--- src/rtl/cook_timer.sv ---
// Microwave cook timer: keypad-loaded MM:SS BCD countdown, one decrement per
// second while the magnetron is on, with zero level and done pulse outputs.
module cook_timer #(
    parameter int unsigned TICK_DIV = 100
) (
    input  logic       clk,
    input  logic       resetn,
    input  logic       enable,
    input  logic       clearn,
    input  logic       digit_valid,
    input  logic [3:0] digit,
    output logic [3:0] min_tens,
    output logic [3:0] min_ones,
    output logic [3:0] sec_tens,
    output logic [3:0] sec_ones,
    output logic       timer_done,
    output logic       done_pulse
);

    localparam int unsigned PW = (TICK_DIV > 2) ? $clog2(TICK_DIV) : 1;
    localparam int unsigned DW = 4;
    localparam logic [PW-1:0] TICK_LAST = PW'(TICK_DIV - 1);

    logic [PW-1:0] r_presc;
    logic [DW-1:0] r_mt;
    logic [DW-1:0] r_mo;
    logic [DW-1:0] r_st;
    logic [DW-1:0] r_so;
    logic          r_done_pulse;

    logic          w_zero;
    logic          w_run;
    logic          w_tick;
    logic          w_digit_ok;
    logic [PW-1:0] w_presc_nxt;
    logic [DW-1:0] w_mt_dec;
    logic [DW-1:0] w_mo_dec;
    logic [DW-1:0] w_st_dec;
    logic [DW-1:0] w_so_dec;
    logic          w_dec_zero;
    logic [DW-1:0] w_mt_nxt;
    logic [DW-1:0] w_mo_nxt;
    logic [DW-1:0] w_st_nxt;
    logic [DW-1:0] w_so_nxt;
    logic          w_done_pulse_nxt;

    assign w_zero     = (r_mt == '0) && (r_mo == '0) && (r_st == '0) && (r_so == '0);
    assign w_run      = enable && !w_zero;
    assign w_tick     = w_run && (r_presc == TICK_LAST);
    assign w_digit_ok = digit_valid && (digit <= 4'd9);

    // Prescaler held at 0 unless actively counting, so every resume waits a full second.
    always_comb begin
        w_presc_nxt = '0;
        if (w_run && !w_tick) begin
            w_presc_nxt = r_presc + PW'(1);
        end
    end

    // Mixed-radix borrow; seconds-tens above 5 are decremented digit-wise, never normalized.
    always_comb begin
        w_mt_dec = r_mt;
        w_mo_dec = r_mo;
        w_st_dec = r_st;
        w_so_dec = r_so;
        if (r_so != '0) begin
            w_so_dec = r_so - DW'(1);
        end else begin
            w_so_dec = DW'(9);
            if (r_st != '0) begin
                w_st_dec = r_st - DW'(1);
            end else begin
                w_st_dec = DW'(5);
                if (r_mo != '0) begin
                    w_mo_dec = r_mo - DW'(1);
                end else begin
                    w_mo_dec = DW'(9);
                    w_mt_dec = r_mt - DW'(1);
                end
            end
        end
    end

    assign w_dec_zero = (w_mt_dec == '0) && (w_mo_dec == '0) &&
                        (w_st_dec == '0) && (w_so_dec == '0);

    // Keypad and clear only act while the oven is off; a running timer only decrements.
    always_comb begin
        w_mt_nxt = r_mt;
        w_mo_nxt = r_mo;
        w_st_nxt = r_st;
        w_so_nxt = r_so;
        if (enable) begin
            if (w_tick) begin
                w_mt_nxt = w_mt_dec;
                w_mo_nxt = w_mo_dec;
                w_st_nxt = w_st_dec;
                w_so_nxt = w_so_dec;
            end
        end else if (!clearn) begin
            w_mt_nxt = '0;
            w_mo_nxt = '0;
            w_st_nxt = '0;
            w_so_nxt = '0;
        end else if (w_digit_ok) begin
            w_mt_nxt = r_mo;
            w_mo_nxt = r_st;
            w_st_nxt = r_so;
            w_so_nxt = digit;
        end
    end

    assign w_done_pulse_nxt = w_tick && w_dec_zero;

    always_ff @(posedge clk or negedge resetn) begin
        if (!resetn) begin
            r_presc      <= '0;
            r_mt         <= '0;
            r_mo         <= '0;
            r_st         <= '0;
            r_so         <= '0;
            r_done_pulse <= 1'b0;
        end else begin
            r_presc      <= w_presc_nxt;
            r_mt         <= w_mt_nxt;
            r_mo         <= w_mo_nxt;
            r_st         <= w_st_nxt;
            r_so         <= w_so_nxt;
            r_done_pulse <= w_done_pulse_nxt;
        end
    end

    assign min_tens   = r_mt;
    assign min_ones   = r_mo;
    assign sec_tens   = r_st;
    assign sec_ones   = r_so;
    assign timer_done = w_zero;
    assign done_pulse = r_done_pulse;

endmodule

--- config.mk ---
export PLATFORM = sky130hd
export DESIGN_NAME = cook_timer
export DESIGN_NICKNAME = d
export VERILOG_FILES = /design/src/rtl/cook_timer.sv
export SDC_FILE = /design/constraint.sdc
export NUM_CORES = 1
export LEC_CHECK = 0
export ABC_AREA = 1
export CORE_MARGIN = 2
export CORE_UTILIZATION = 30
export CTS_CLUSTER_DIAMETER = 100
export DETAILED_ROUTE_END_ITERATION = 10
export GPL_ROUTABILITY_DRIVEN = 0
export PLACE_DENSITY = 0.61
export RECOVER_POWER = 100
export SLEW_MARGIN = 20
export SYNTH_ARGS = -nofsm -noshare
export SYNTH_HDL_FRONTEND = slang
export SYNTH_SLANG_ARGS = --single-unit
--- constraint.sdc ---
create_clock -name clk -period 2.5 [get_ports clk]
set_clock_uncertainty 0.2 [all_clocks]
set_input_delay 0.625 -clock clk [delete_from_list [all_inputs] [get_ports clk]]
set_output_delay 0.625 -clock clk [all_outputs]
set_load 0.01 [all_outputs]
==> impl_metrics.yaml, run 1 <==
floorplanning:
  rows: 27
  design.portCount: 27
  coreArea_mm2: 0.00547
  die-height_um: 78.9
  die_x_um: 78.9
  dieArea_mm2: 0.00622
  initial_core_util_pct: 30.7
route:
  drc_errors: 0
  via_per_inst: 4.54
  drtPass1Iterations: 4
  routed_wl_um: 4240
  first_iter_violations: 97
  drt-wirelength-per-cell_um: 11.6
  drtAntennaViolNets: 0
  vias: 1662
logic_synthesis:
  ys_seq_area_share_pct: 35.7
  ys_async_sr_fraction_pct: 100
  yosysTopAreaCell: "dfrtp_1"
  yosysWarnings: 0
  netlist_top_cells_area: "dfrtp_1 36%, nand2_1 25%, nor2_1 5.1%"
  yosys.area.top_type_share_pct: 35.7
  yosys_most_used_dff: "dfrtp_1"
  yosysUniqueCellTypes: 27
  syn-cell-area_mm2: 0.00168
  synth_edf_count: 0
  avgSynthCellArea_um2: 6.65
  synthCells: 253
  ys_ff_latch: 24
  synthesis.nets: 265
sta:
  fmax_mhz: 423
  min_period_ps: 2360
  rsz0062_at_grt: "no"
  min_period_over_period_pct: 94.6
  hold_violations: 0
  setup_tns_ps: 0
  worst_pin_slew_ps: 619
  drv_slew: 0
  slew_headroom_pct: 58.7
  final-setup-viol-count: 0
global_route:
  use_met2_pct: 27.8
  grt_max_degree: 25
  met3_usage_pct: 1.70
  grt.busiest_layer: "met2"
  grtUsageMet1_pct: 19.1
  grt_overflow: 0
  track_usage_pct: 15.1
  grt_pass1_wl_um: 7600
  grt_pass1_vias: 1717
  antenna_found_initial: 0
placed_design:
  dp_hpwl_um: 3270
  placed_area_mm2: 0.00211
  port_buffers: 26
layout:
  diodes: 0
  drive_above_1_share_pct: 12.2
  area_growth_pct: 27.7
  final_nets: 307
  final_area_mm2: 0.00215
clock_tree:
  clkTransAtPathRegs_ps: 90
  clockRootBuffer: "clkbuf_8"
  cts_hold_buffers: 0
  cts_setup_buffers: 0
  htree_num_levels: 1
  cts_num_sinks: 24
  cts.path.max_buffers: 2
  cts_made_buffers: 3
  clk_latency_ps: 270
  cts_tree: "yes"
power:
  ir_drop_mv: 0.317
  powerDensity_mw_per_mm2: 910
  power_leakage_nw: 1.13
critical_path:
  worstPathMaxFanout: 7
  start_kind: "register"
  end_kind: "output port"
  critical_path_class: "reg2out"
  cp.arrival_ps: 1540
  required_ps: 1670
run_status:
  status: "completed"
min_path:
  hp-class: "reg2reg"
flow_run:
  maxCapViolCount: 0
[area by class of cell]
class / instances / area [um2]
well taps: 72 / 90.1
fillers: 628 / 3320
inverters: 26 / 100
flip-flops and latches: 24 / 602
repair buffers: 40 / 362
clock buffers: 4 / 55.1
multi-input cells: 200 / 940
[power by group]
group	switching [W]	internal, W
combinational	0.000659	0.000458
clock	0.000126	0.000141
sequential	0.0000914	0.000479
total	0.000877	0.00108
[metal layers]
metal | share of wire, % | vias to the layer above
li1 | - | 878
met1 | 48 | 749
met2 | 48 | 30
met3 | 3.2 | 5
met4 | 1.0 | 0
met5 | 0 | -
[what timing repair did]
action,4_1_cts,5_1_grt
endpoints found under the setup margin,1,0
hold endpoints to repair,0,0
gates resized for setup,2,0
[worst max-delay path: stages (launching register included)]
cell and delay (ps):
dfrtp_2 450, nor2_4 170, nand2_4 110, nor2_4 120, nand2_2 70, nor2_1 80
dlygate4sd2_1 270
[synth_stat cells (3+ instances only)]
library cell	count
a21oi_1	4
dfrtp_1	24
ha_1	3
inv_1	22
inv_2	3
nand2_1	112
nand2_2	3
nand3_1	15
nand4_1	4
nor2_1	23
nor2_4	5
o21ai_0	11
o22ai_1	3
[kinds of logic (layout without fill, tap and decap cells)]
kind of cell | count (synthesis) | in the layout | share of synthesized area, %
buffers and inverters | 29 | 70 | 7.51
AND/OR/NAND/NOR | 173 | 173 | 45.7
flip-flops | 24 | 24 | 35.7
adder cells (fa/ha/maj) | 3 | 3 | 2.23
AO/OA/AOI/OAI | 22 | 22 | 7.81
XOR/XNOR | 2 | 2 | 1.04
[cells in the final DEF, fill, tap and decap left out, types with 2 or more instances in the layout]
master           Yosys  final
ha_1                 3      3
nor3_1               2      2
xor2_1               2      2
nand3_1             15     16
nor2_4               5      5
nor2_1              23     23
nand2_2              3      4
inv_1               22     23
nand2_1            112    112
dfrtp_1             24     23
clkbuf_8             0      4
a21oi_1              4      4
o21ai_0             11     11
nor3b_1              2      2
nand4_1              4      4
buf_4                0     13
inv_2                3      2
nor2_2               2      2
clkdlybuf4s50_1      0      8
dlygate4sd3_1        0     17
o22ai_1              3      4
[through the flow]
stage	std cells	total power, W	util [%]	worst slack (ps)	hold WS [ps]
final	366	0.00195	39.3	136	267
after global routing	366	0.00216	39.3	4.83	303
after CTS	366	0.00202	39.6	124	269
after detailed placement	362	0.00174	38.6	147	256
after global placement	362	0.00174	38.6	171	252
after floorplan	253	0.00130	-	507	129
[final timing paths]
| path | startpoint | cells after the start | endpoint | slack (ps) |
|---|---|---|---|---|
| max in group asynchronous | resetn | 2 | sec_ones[3] | 970 |
| worst max register to register | min_tens[0] | 10 | min_ones[2] | 510 |
| min in group asynchronous | resetn | 2 | sec_ones[0] | 690 |
| worst min-delay path | r_presc[0] | 1 | r_presc[0] | 270 |
| worst max-delay path | sec_ones[3] | 6 | timer_done | 140 |
| worst min register to register | r_presc[0] | 1 | r_presc[0] | 270 |
[registers in the layout, summed over array words and instances (netlist names)]
signal / count
r_presc: 7
sec_tens: 4
sec_ones: 4
min_tens: 4
done_pulse: 1
min_ones: 4
Note: power is estimated with default switching activity, not from simulation.
==> run 2, diff against run 1 <==
--- a/config.mk
+++ b/config.mk
@@ -11,7 +11,7 @@
 export CTS_CLUSTER_DIAMETER = 100
 export DETAILED_ROUTE_END_ITERATION = 10
 export GPL_ROUTABILITY_DRIVEN = 0
-export PLACE_DENSITY = 0.61
+export PLACE_DENSITY_LB_ADDON = 0.1
 export RECOVER_POWER = 100
 export SLEW_MARGIN = 20
 export SYNTH_ARGS = -nofsm -noshare
==> run 2 against run 1 <==
Worst setup slack gained 30 ps; routed wire length grew 7.7%; sequential power shrank 3%; utilization grew 1.5 points; worst hold slack gained 0.86 ps; via count grew 3.1%; cell count grew 2.7%; maximum frequency grew 1.3%.
==> impl_metrics.yaml, run 2 (same netlist as run 1, synthesis figures left out) <==
layout:
  drive_above_1_share_pct: 15.8
  largest_reg_flops: 7
  regArea_um2: 603
  regMostFlops: "r_presc"
  final_common_cell: "nand2_1"
  diodes: 0
  final_nets: 317
  area_growth_pct: 32.6
  instances_no_fill: 376
  final_cell_mix: "112 x nand2_1, 24 x buf_4, 23 x nor2_1, 22 x inv_1, 22 x dfrtp_1"
  multi_input_area_um2: 945
  nFillCells: 621
sta:
  min_period_over_period_pct: 93.4
  fmax_mhz: 428
  setup_tns_ps: 0
  slew_headroom_pct: 76.9
  rsz0062_at_grt: "no"
  worst_pin_slew_ps: 346
  min_period_ps: 2330
  final-setup-viol-count: 0
  hold_violations: 0
  drv_slew: 0
route:
  drtPass1Iterations: 4
  via_per_inst: 4.56
  routed_wl_um: 4560
  drt-wirelength-per-cell_um: 12.1
  vias: 1714
  drtAntennaViolNets: 0
  drc_errors: 0
  first_iter_violations: 81
clock_tree:
  cts_tree: "yes"
  cts_hold_buffers: 0
  clkTransAtPathRegs_ps: 90
  cts_made_buffers: 3
  cts.path.max_buffers: 2
  clockRootBuffer: "clkbuf_8"
  htree_num_levels: 1
  cts_num_sinks: 24
  clk_latency_ps: 270
power:
  ir_drop_mv: 0.466
  power_leakage_nw: 1.19
  powerDensity_mw_per_mm2: 926
critical_path:
  required_ps: 2510
  end_kind: "register"
  cp_num_buf_inv: 3
  start_kind: "input pin"
  slowest_delay_ps: 600
  critical_path_class: "in2reg"
  rrSetupSlack_ps: 580
  critPathTopFamily: "buffers and inverters"
  slowest_stage: "dlygate4sd3_1"
  worstPathMaxFanout: 16
  cp_cell_sequence: "dlygate4sd3_1 > nor2_4 > inv_2 > o22ai_1 > inv_2 > nand2_2 > nand2_1 > nand2_1"
  cp.arrival_ps: 2350
global_route:
  grt_pass1_vias: 1804
  grt_max_degree: 25
  track_usage_pct: 16.4
  grt_pass1_wl_um: 8110
  grt_overflow: 0
  antenna_found_initial: 0
floorplanning:
  design.portCount: 27
  coreArea_mm2: 0.00547
  die_x_um: 78.9
  dieArea_mm2: 0.00622
  rows: 27
  die-height_um: 78.9
  initial_core_util_pct: 30.7
placed_design:
  dp_hpwl_um: 3420
  dp.cells: 367
  port_buffers: 26
run_status:
  status: "completed"
flow_run:
  maxCapViolCount: 0
min_path:
  hp-class: "reg2reg"
## run 2: worst reg2reg max path, delay by kind of cell, from the launching register on
kind,cells,cell delay [ps]
simple gates,8,980
flops,1,420
fa+ha+maj,1,150
buf+inv,1,110
## run 2: layout make-up
cell class / count / area share, %
clock buffers: 4 / 2.47
multi-input cells: 200 / 42.3
flip-flops and latches: 24 / 27.0
repair buffers: 50 / 19.7
well taps: 72 / 4.04
inverters: 26 / 4.48
## run 2: per-stage QoR
step | setup WS, ps | total power (W) | hold slack (ps) | instance area, um2 | util [%]
2_1_floorplan | 507 | 0.00130 | 129 | 1680 | -
3_3_place_gp | 191 | 0.00181 | 258 | 2150 | 39.3
3_5_place_dp | 163 | 0.00180 | 262 | 2150 | 39.3
4_1_cts | 179 | 0.00212 | 274 | 2250 | 41.1
5_1_grt | 25.5 | 0.00228 | 294 | 2230 | 40.8
6_report | 166 | 0.00207 | 267 | 2230 | 40.8
## run 2: worst paths after layout
check / startpoint / to / cells past startpoint
max in group asynchronous: resetn / sec_ones[1] / 2
worst max-delay path: enable / min_ones[2] / 8
worst min-delay path: r_presc[0] / r_presc[0] / 1
worst max register to register: min_tens[1] / min_ones[2] / 10
min in group asynchronous: resetn / r_presc[0] / 2
worst min register to register: r_presc[0] / r_presc[0] / 1
## run 2: timing repair
action | in CTS | in global routing
endpoints found under the setup margin | 1 | 0
setup buffers | 5 | 0
resized for setup | 4 | 0
## run 2: routing by layer
layer	track usage [%]	routed length [um]
met5	0	0
met4	5.17	59
met3	2.95	128
met2	27.7	2160
met1	21.2	2210
## run 2: power by group
group	internal, W	switching [W]	total [W]
Combinational	0.000524	0.000718	0.00124
Sequential	0.000480	0.0000757	0.000556
Clock	0.000141	0.000128	0.000268
